===== src/rtl/message_padder.sv =====
// Purpose : pads one message (up to MAX_MSG_LENGTH bytes) into a single 512-bit MD5 block and streams it as 16 x 32-bit words.
// Latency : first word valid the cycle after message acceptance; 16 words minimum, so at least 17 cycles per message.
// Backpr. : word_index/word_data hold while word_valid && !word_ready; msg_ready is low for the whole block.
//
// Ports:
//   clk, reset_n                      - clock, asynchronous active-low reset (release synchronously to clk)
//   msg_valid/msg_ready               - message handshake; msg_length in bytes, msg_data left-aligned
//                                       (byte i at [8*(MAX_MSG_LENGTH-1-i) +: 8])
//   word_valid/word_ready             - word handshake towards the MD5 core
//   word_index, word_data, word_last  - word position 0..15, little-endian packed word, last-word flag
//   oversize_error                    - sticky flag for messages longer than MAX_MSG_LENGTH
//
// Optional feature: define MSG_PADDER_LENGTH_CHECK_EN to discard oversize messages and raise
// oversize_error. Without it, oversize_error is tied to 0 and every accepted message is padded.
module message_padder #(
  parameter int MAX_MSG_LENGTH = 32
) (
  input  logic                        clk,
  input  logic                        reset_n,
  output logic                        msg_ready,
  input  logic                        msg_valid,
  input  logic [5:0]                  msg_length,
  input  logic [8*MAX_MSG_LENGTH-1:0] msg_data,
  input  logic                        word_ready,
  output logic                        word_valid,
  output logic [3:0]                  word_index,
  output logic [31:0]                 word_data,
  output logic                        word_last,
  output logic                        oversize_error
);

  typedef enum logic {
    IDLE = 1'b0,
    EMIT = 1'b1
  } state_t;

  state_t                      r_state;
  state_t                      w_state_nxt;
  logic [8*MAX_MSG_LENGTH-1:0] r_msg;
  logic [5:0]                  r_len;
  logic [3:0]                  r_idx;

  logic                        w_oversize;
  logic                        w_take;
  logic [8:0]                  w_bit_len;
  logic [7:0]                  w_msg_byte [64];
  logic [7:0]                  w_blk      [64];

`ifdef MSG_PADDER_LENGTH_CHECK_EN
  logic r_oversize;

  assign w_oversize     = (msg_length > 6'(MAX_MSG_LENGTH));
  assign oversize_error = r_oversize;

  always_ff @(posedge clk or negedge reset_n) begin
    if (!reset_n) begin
      r_oversize <= 1'b0;
    end else if (msg_valid && msg_ready && w_oversize) begin
      r_oversize <= 1'b1;
    end
  end
`else
  assign w_oversize     = 1'b0;
  assign oversize_error = 1'b0;
`endif

  // A message is captured only when it will actually be padded; oversize
  // messages are still handshaken (msg_ready is high) but dropped.
  assign w_take = msg_valid && msg_ready && !w_oversize;

  // State register
  always_ff @(posedge clk or negedge reset_n) begin
    if (!reset_n) begin
      r_state <= IDLE;
    end else begin
      r_state <= w_state_nxt;
    end
  end

  // Next state and handshake outputs. word_valid is decoded straight from the
  // state so an asynchronous reset drops it in the same cycle.
  always_comb begin
    w_state_nxt = r_state;
    msg_ready   = 1'b0;
    word_valid  = 1'b0;
    case (r_state)
      IDLE: begin
        msg_ready = 1'b1;
        if (msg_valid && !w_oversize) begin
          w_state_nxt = EMIT;
        end
      end
      EMIT: begin
        word_valid = 1'b1;
        if (word_ready && (r_idx == 4'd15)) begin
          w_state_nxt = IDLE;
        end
      end
      default: w_state_nxt = IDLE;
    endcase
  end

  // Captured message, length and word counter. The counter wraps 15 -> 0 on
  // the last handshake, so it is already 0 when the block returns to IDLE.
  always_ff @(posedge clk or negedge reset_n) begin
    if (!reset_n) begin
      r_msg <= '0;
      r_len <= '0;
      r_idx <= '0;
    end else if (w_take) begin
      r_msg <= msg_data;
      r_len <= msg_length;
      r_idx <= '0;
    end else if (word_valid && word_ready) begin
      r_idx <= r_idx + 4'd1;
    end
  end

  // Message bytes by block position; positions beyond the bus width read as 0.
  for (genvar gi = 0; gi < 64; gi++) begin : g_msg_byte
    if (gi < MAX_MSG_LENGTH) begin : g_in
      assign w_msg_byte[gi] = r_msg[8*(MAX_MSG_LENGTH-1-gi) +: 8];
    end else begin : g_out
      assign w_msg_byte[gi] = 8'h00;
    end
  end

  // Bit length 8*L fits in 9 bits for L <= 63; bytes 58..63 are always zero.
  assign w_bit_len = {r_len, 3'b000};

  // Full 64-byte padded block.
  always_comb begin
    for (int b = 0; b < 64; b++) begin
      if (b < int'(r_len)) begin
        w_blk[b] = w_msg_byte[b];
      end else if (b == int'(r_len)) begin
        w_blk[b] = 8'h80;
      end else if (b == 56) begin
        w_blk[b] = w_bit_len[7:0];
      end else if (b == 57) begin
        w_blk[b] = {7'b0, w_bit_len[8]};
      end else begin
        w_blk[b] = 8'h00;
      end
    end
  end

  // Word w carries block bytes 4w..4w+3, lowest byte in the low bits.
  assign word_data  = word_valid ? {w_blk[{r_idx, 2'd3}], w_blk[{r_idx, 2'd2}],
                                    w_blk[{r_idx, 2'd1}], w_blk[{r_idx, 2'd0}]}
                                 : 32'h0;
  assign word_index = r_idx;
  assign word_last  = word_valid && (r_idx == 4'd15);

endmodule


===== config.mk =====
export PLATFORM = sky130hd
export DESIGN_NAME = message_padder
export DESIGN_NICKNAME = d
export VERILOG_FILES = /design/src/rtl/message_padder.sv
export SDC_FILE = /design/constraint.sdc
export NUM_CORES = 1
export LEC_CHECK = 0
export CAP_MARGIN = 20
export CORE_UTILIZATION = 30
export CTS_CLUSTER_DIAMETER = 150
export DETAILED_ROUTE_END_ITERATION = 7
export GPL_TIMING_DRIVEN = 0
export PLACE_DENSITY = 0.62
export SLEW_MARGIN = 25
export SYNTH_ARGS = -nofsm -noshare
export SYNTH_HDL_FRONTEND = slang
export SYNTH_SLANG_ARGS = --single-unit
export TNS_END_PERCENT = 20

===== constraint.sdc =====
create_clock -name clk -period 2.7 [get_ports clk]
set_clock_uncertainty 0.1 [all_clocks]
set_input_delay 0.405 -clock clk [delete_from_list [all_inputs] [get_ports clk]]
set_output_delay 0.405 -clock clk [all_outputs]
set_load 0.01 [all_outputs]

# == Word-level counts from Yosys, hierarchy flattened ==
# Index checks and enable logic that the tools add are counted.
# classes
n_reduce_logical,6
bitwise,5
order_cmp,67
n_addsub,1
mux,147
eq_ne,64
# op_table
operator,count
8-bit 2-to-1 mux,135
8-bit binary-select mux with 6-bit select,4
"6-bit == test, first input constant",32
"6-bit less-than comparator, first input constant",31
"5-bit by 6-bit == test with 1-bit output, first input constant",16
"5-bit by 6-bit less-than comparator with 1-bit output, first input constant",16
"4-bit by 6-bit == test with 1-bit output, first input constant",8
"4-bit by 6-bit less-than comparator with 1-bit output, first input constant",8
32-bit 2-to-1 mux,1
"7-bit >= comparator, second input constant",4
6-bit NOT with 7-bit output,4
"3-bit by 6-bit == test with 1-bit output, first input constant",4
"3-bit by 6-bit less-than comparator with 1-bit output, first input constant",4
"2-bit by 6-bit == test with 1-bit output, first input constant",2
"1-bit by 6-bit less-than comparator with 1-bit output, first input constant",2
"2-bit by 6-bit less-than comparator with 1-bit output, first input constant",2
4-bit 2-to-1 mux,2
"1-bit by 6-bit == test with 1-bit output, first input constant",1
6-bit logical NOT,1
"4-bit by 1-bit adder with 4-bit output, second input constant",1
"4-bit == test, second input constant",1
1-bit logical AND,4
1-bit 2-to-1 mux,4
1-bit one-hot mux with 2 select lines,1
2 further kinds,2
# word_totals
inputBits,266
ff_bits,267
output_inout_bits,40
word_cells,294

# == Logic depth before layout (Yosys ltp) ==
# logic_depth
ltp_word,7
ltp_mapped,9
depth_no_buf,6

# == Least setup slack after synthesis ==
# OpenSTA, ideal clock, no wires.
# synth_path
path_kind,register -> output
from,reg r_len[2]
to,out word_data[6]
t_arrival_ns,1.812
path_buffers,1
stages_incl_launch_ff,7
path_slack_ns,0.383
t_required_ns,2.195
cell_sequence,dfrtp_1 -> buf_4 -> nor2b_1 -> a221oi_2 -> a221oi_1 -> a31o_1 -> a311oi_1
# synth_between
elab_chain_len,7
elab_cells_between_ends,132
cone_classes,order compare (63); eq/ne (1); mux (68)
# synth_lines
item,line,text
"start, declared",40,logic [5:0] r_len;
"start signal, assigned",112,r_len <= msg_length;
"parallel branches: the longest is 3 deep, another holds 6-bit less-than comparator",-,
8-bit binary-select mux with 6-bit select (*),150,"w_blk[{r_idx, 2'd1}], w_blk[{r_idx, 2'd0}]}"
8-bit 2-to-1 mux (implied by the code) (*) (2 in a row),150,
32-bit 2-to-1 mux (*),149,"assign word_data = word_valid ? {w_blk[{r_idx, 2'd3}], w_blk[{r_idx, 2'd2}],"
"end, declared",27,"output logic [31:0] word_data,"
# Every way passes the cells marked *. The select of a mux whose other input is x is not followed.

# == Worst setup path after layout ==
# layout_path
from,reg r_len[2]
to,out word_data[2]
# layout_between
elab_chain_len,6
elab_cells_between_ends,130
cone_classes,order compare (63); mux (67)
# layout_lines
item,line,text
6-bit less-than comparator (tied with other cells),134,if (b < int'(r_len)) begin
8-bit 2-to-1 mux,134,
8-bit binary-select mux with 6-bit select (*),150,
8-bit 2-to-1 mux (implied by the code) (*) (2 in a row),150,
32-bit 2-to-1 mux (*),149,
# Every way passes the cells marked *; elsewhere a longest branch is shown, timed or not. The select of a mux whose other input is x is not followed.

==> impl_metrics.env <==
export IMPL_status="complete, but fails checks"
export IMPL_failed_checks="negative setup slack"
export IMPL_setup_viol=32
export IMPL_mostFrequentLayoutCells="clkdlybuf4s50_1, mux2_2, dfrtp_1"
export IMPL_crit_fanout=6
export IMPL_fin_cells=2121
export IMPL_nFillCells=3960
export IMPL_clkTransAtPathRegs_ps=70
export IMPL_crit_type="reg -> out"
export IMPL_synthCells=1087
export IMPL_gp_congestion=0.944
export IMPL_reg2reg_depth=6
export IMPL_core_area_um2=42400
export IMPL_finalSetupTns_ps=-18650
export IMPL_avgSynthCellArea_um2=12.0
export IMPL_cts_buffers_inserted=31
export IMPL_grt_max_degree=94
export IMPL_fin_area_um2=20100
export IMPL_dp_hpwl_um=40100
export IMPL_drv_slew=0
export IMPL_syn_num_nets=1354
export IMPL_p_per_area_nw_per_um2=1210
export IMPL_cp_end_kind="output port"
export IMPL_required_ps=2190
export IMPL_wl_um=54400
export IMPL_dpl_cell_count=1971
export IMPL_grt_pass1_vias=12000
export IMPL_via_per_inst=5.38
export IMPL_synth_area_um2=13000
export IMPL_track_usage=0.244
export IMPL_synth_seq_cells=267
export IMPL_fin_crit_sh=1.36
export IMPL_r2r_slack_ps=150
export IMPL_fmax_mhz=272
export IMPL_fin_ws_ps=-979
export IMPL_clk_latency_ps=570
export IMPL_worst_pin_slew_ps=993
export IMPL_drc=0
export IMPL_drt_iter0_drc=852
export IMPL_crit_end="word_data[2]"
export IMPL_rr_startpoint="r_state$_DFF_PN0_"
export IMPL_async_flop_share=1.00
export IMPL_grt_overflow_total=0
export IMPL_hold_class="in -> async"
export IMPL_finalHoldViolCount=0
export IMPL_initial_core_util=0.307
export IMPL_fp_dieH_um=210
export IMPL_cts_root_buf="clkbuf_16"
export IMPL_port_buffers=304
export IMPL_rsz0062_at_grt="yes"
export IMPL_ys_dominant_reg_cell="dfrtp_1"
export IMPL_grt_pass1_wl_um=79100
export IMPL_syn2layout_area_growth_pct=54.2
export IMPL_p_leak_nw=8.11
export IMPL_relSlewSlack=0.338
export IMPL_holdWs_ps=222
export IMPL_row_count=75
export IMPL_ys_types=67
export IMPL_mostFrequentLayoutCell="clkdlybuf4s50_1"
export IMPL_preCtsSetupSlack_ps=-1220
export IMPL_first_pass_iters=5
export IMPL_drv_cap=0
export IMPL_ant_nets=0
export IMPL_grt_antenna_before_repair=7
export IMPL_dieArea_um2=44300
export IMPL_layout_nets=1785
export IMPL_drive_above_1_share=0.451
export IMPL_cts_buffer_depth=3
export IMPL_cp_arrival_ps=3170
export IMPL_dieWidth_um=210
export IMPL_ir_drop_mv=0.589
export IMPL_period_needed_ps=3680
export IMPL_dr_total_vias=11400
export IMPL_cts_sinks=267
export IMPL_final_util=0.474
export IMPL_wl_per_cell_um=25.6
export IMPL_cts_max_level=1
export IMPL_yosys_warnings=0
export IMPL_r2r_end="r_msg[1]$_DFFE_PN0P_"
export IMPL_ios=306
export IMPL_ys_seq_area_frac=0.513
export IMPL_startpoint="r_len[2]$_DFFE_PN0P_"
export IMPL_cts_tree="done"
export IMPL_startpoint_type="flop"
export IMPL_synth_edf_count=0
export IMPL_place_area_um2=16900
export IMPL_power_mw=24.3
==> what timing repair did <==
action                                 4_1_cts  5_1_grt
buffers inserted                            73       19
pin swaps                                   70       32
endpoints found under the hold margin       42        0
gates resized for setup                    432       48
setup endpoints to repair                  161       33
hold buffers                                 1        0
gates cloned                                 2        0
==> cells in the mapped netlist (3+ instances only) <==
master,count,area [µm²]
a22o_1,10,87.6
nor2_1,42,158
a21oi_2,6,52.6
nand2b_1,3,18.8
nand3_1,13,65.1
a221oi_1,53,464
nand2_1,61,229
and2_1,4,25.0
buf_1,9,33.8
a21oi_1,49,245
clkbuf_1,24,90.1
o2111ai_1,3,26.3
o21ai_0,22,110
a222oi_1,3,30.0
or3_1,10,62.6
and3_1,5,31.3
o32ai_1,3,26.3
nor2b_1,10,62.6
buf_4,9,67.6
buf_2,37,185
a211o_1,3,26.3
o22ai_1,8,50.1
nor2_2,5,31.3
o211ai_1,7,52.6
a22oi_1,28,210
dfrtp_1,267,6680
o21ai_1,12,60.1
nand4_1,9,56.3
a211oi_2,4,50.1
a31oi_1,17,106
nor3_1,10,50.1
a32oi_1,3,26.3
o31ai_1,10,75.1
a211oi_1,7,52.6
mux2_2,268,3020
inv_1,12,45.0
==> state kept, by name (all words and copies together), names as in the netlist <==
register,flops
r_msg,256
r_len,6
word_index,4
r_state,1
==> cell type report <==
class                      count  area [µm²]  area share
antenna                        2        5.00    0.000249
buffer                        76         661      0.0329
clock buffer                  40         840      0.0418
clock inverter                17         131     0.00654
inverter                      13        50.0     0.00249
multi-input combinational    728        7110       0.354
sequential                   267        6690       0.333
tap                          577         722      0.0359
timing repair buffer         401        3880       0.193
==> per-layer routing <==
metal | vias up | wire length (µm) | GRT usage
li1 | 4998 | - | -
met1 | 5799 | 22500 | 0.311
met2 | 488 | 25400 | 0.400
met3 | 112 | 4420 | 0.0669
met4 | 14 | 1900 | 0.0785
met5 | - | 90 | 0
==> how the worst min path moves through the flow <==
stage | endpoint | startpoint | slack [ps]
global placement | r_msg[197]$_DFFE_PN0P_ | r_msg[197]$_DFFE_PN0P_ | 380
global route | r_msg[195]$_DFFE_PN0P_ | reset_n | 240
detailed placement | r_msg[195]$_DFFE_PN0P_ | reset_n | 230
CTS | r_msg[195]$_DFFE_PN0P_ | reset_n | 210
floorplan | r_len[0]$_DFFE_PN0P_ | reset_n | 9
finish | r_msg[195]$_DFFE_PN0P_ | reset_n | 220
==> worst max-delay path: stages, from the launching register on <==
cell and delay [ps]:
dfrtp_1 410, buf_6 150, or3_4 410, a21oi_4 190
nor3_4 70, buf_4 150, a222oi_1 800, o32ai_2 210
buf_2 200
==> power breakdown <==
group | leakage (nW) | switching, mW | total [mW] | internal, mW
Combinational | 4.38 | 6.58 | 12.7 | 6.14
Sequential | 3.25 | 1.48 | 7.49 | 6.01
Clock | 0.474 | 1.78 | 4.07 | 2.29
Total | 8.11 | 9.84 | 24.3 | 14.4
==> cell families (layout without fill, tap and decap cells) <==
family	count (synthesis)	count (layout)	synth area share
AOI/OAI and AO/OA	271	271	0.151
muxes	270	270	0.233
DFF	267	267	0.513
and+or+nand+nor	183	183	0.0680
buffers and inverters	92	547	0.0326
xor gates and xnor gates	2	2	0.00134
adders and majority gates	1	1	0.000960
other	1	3	0.000288
Power figures use the tool's default switching activity.
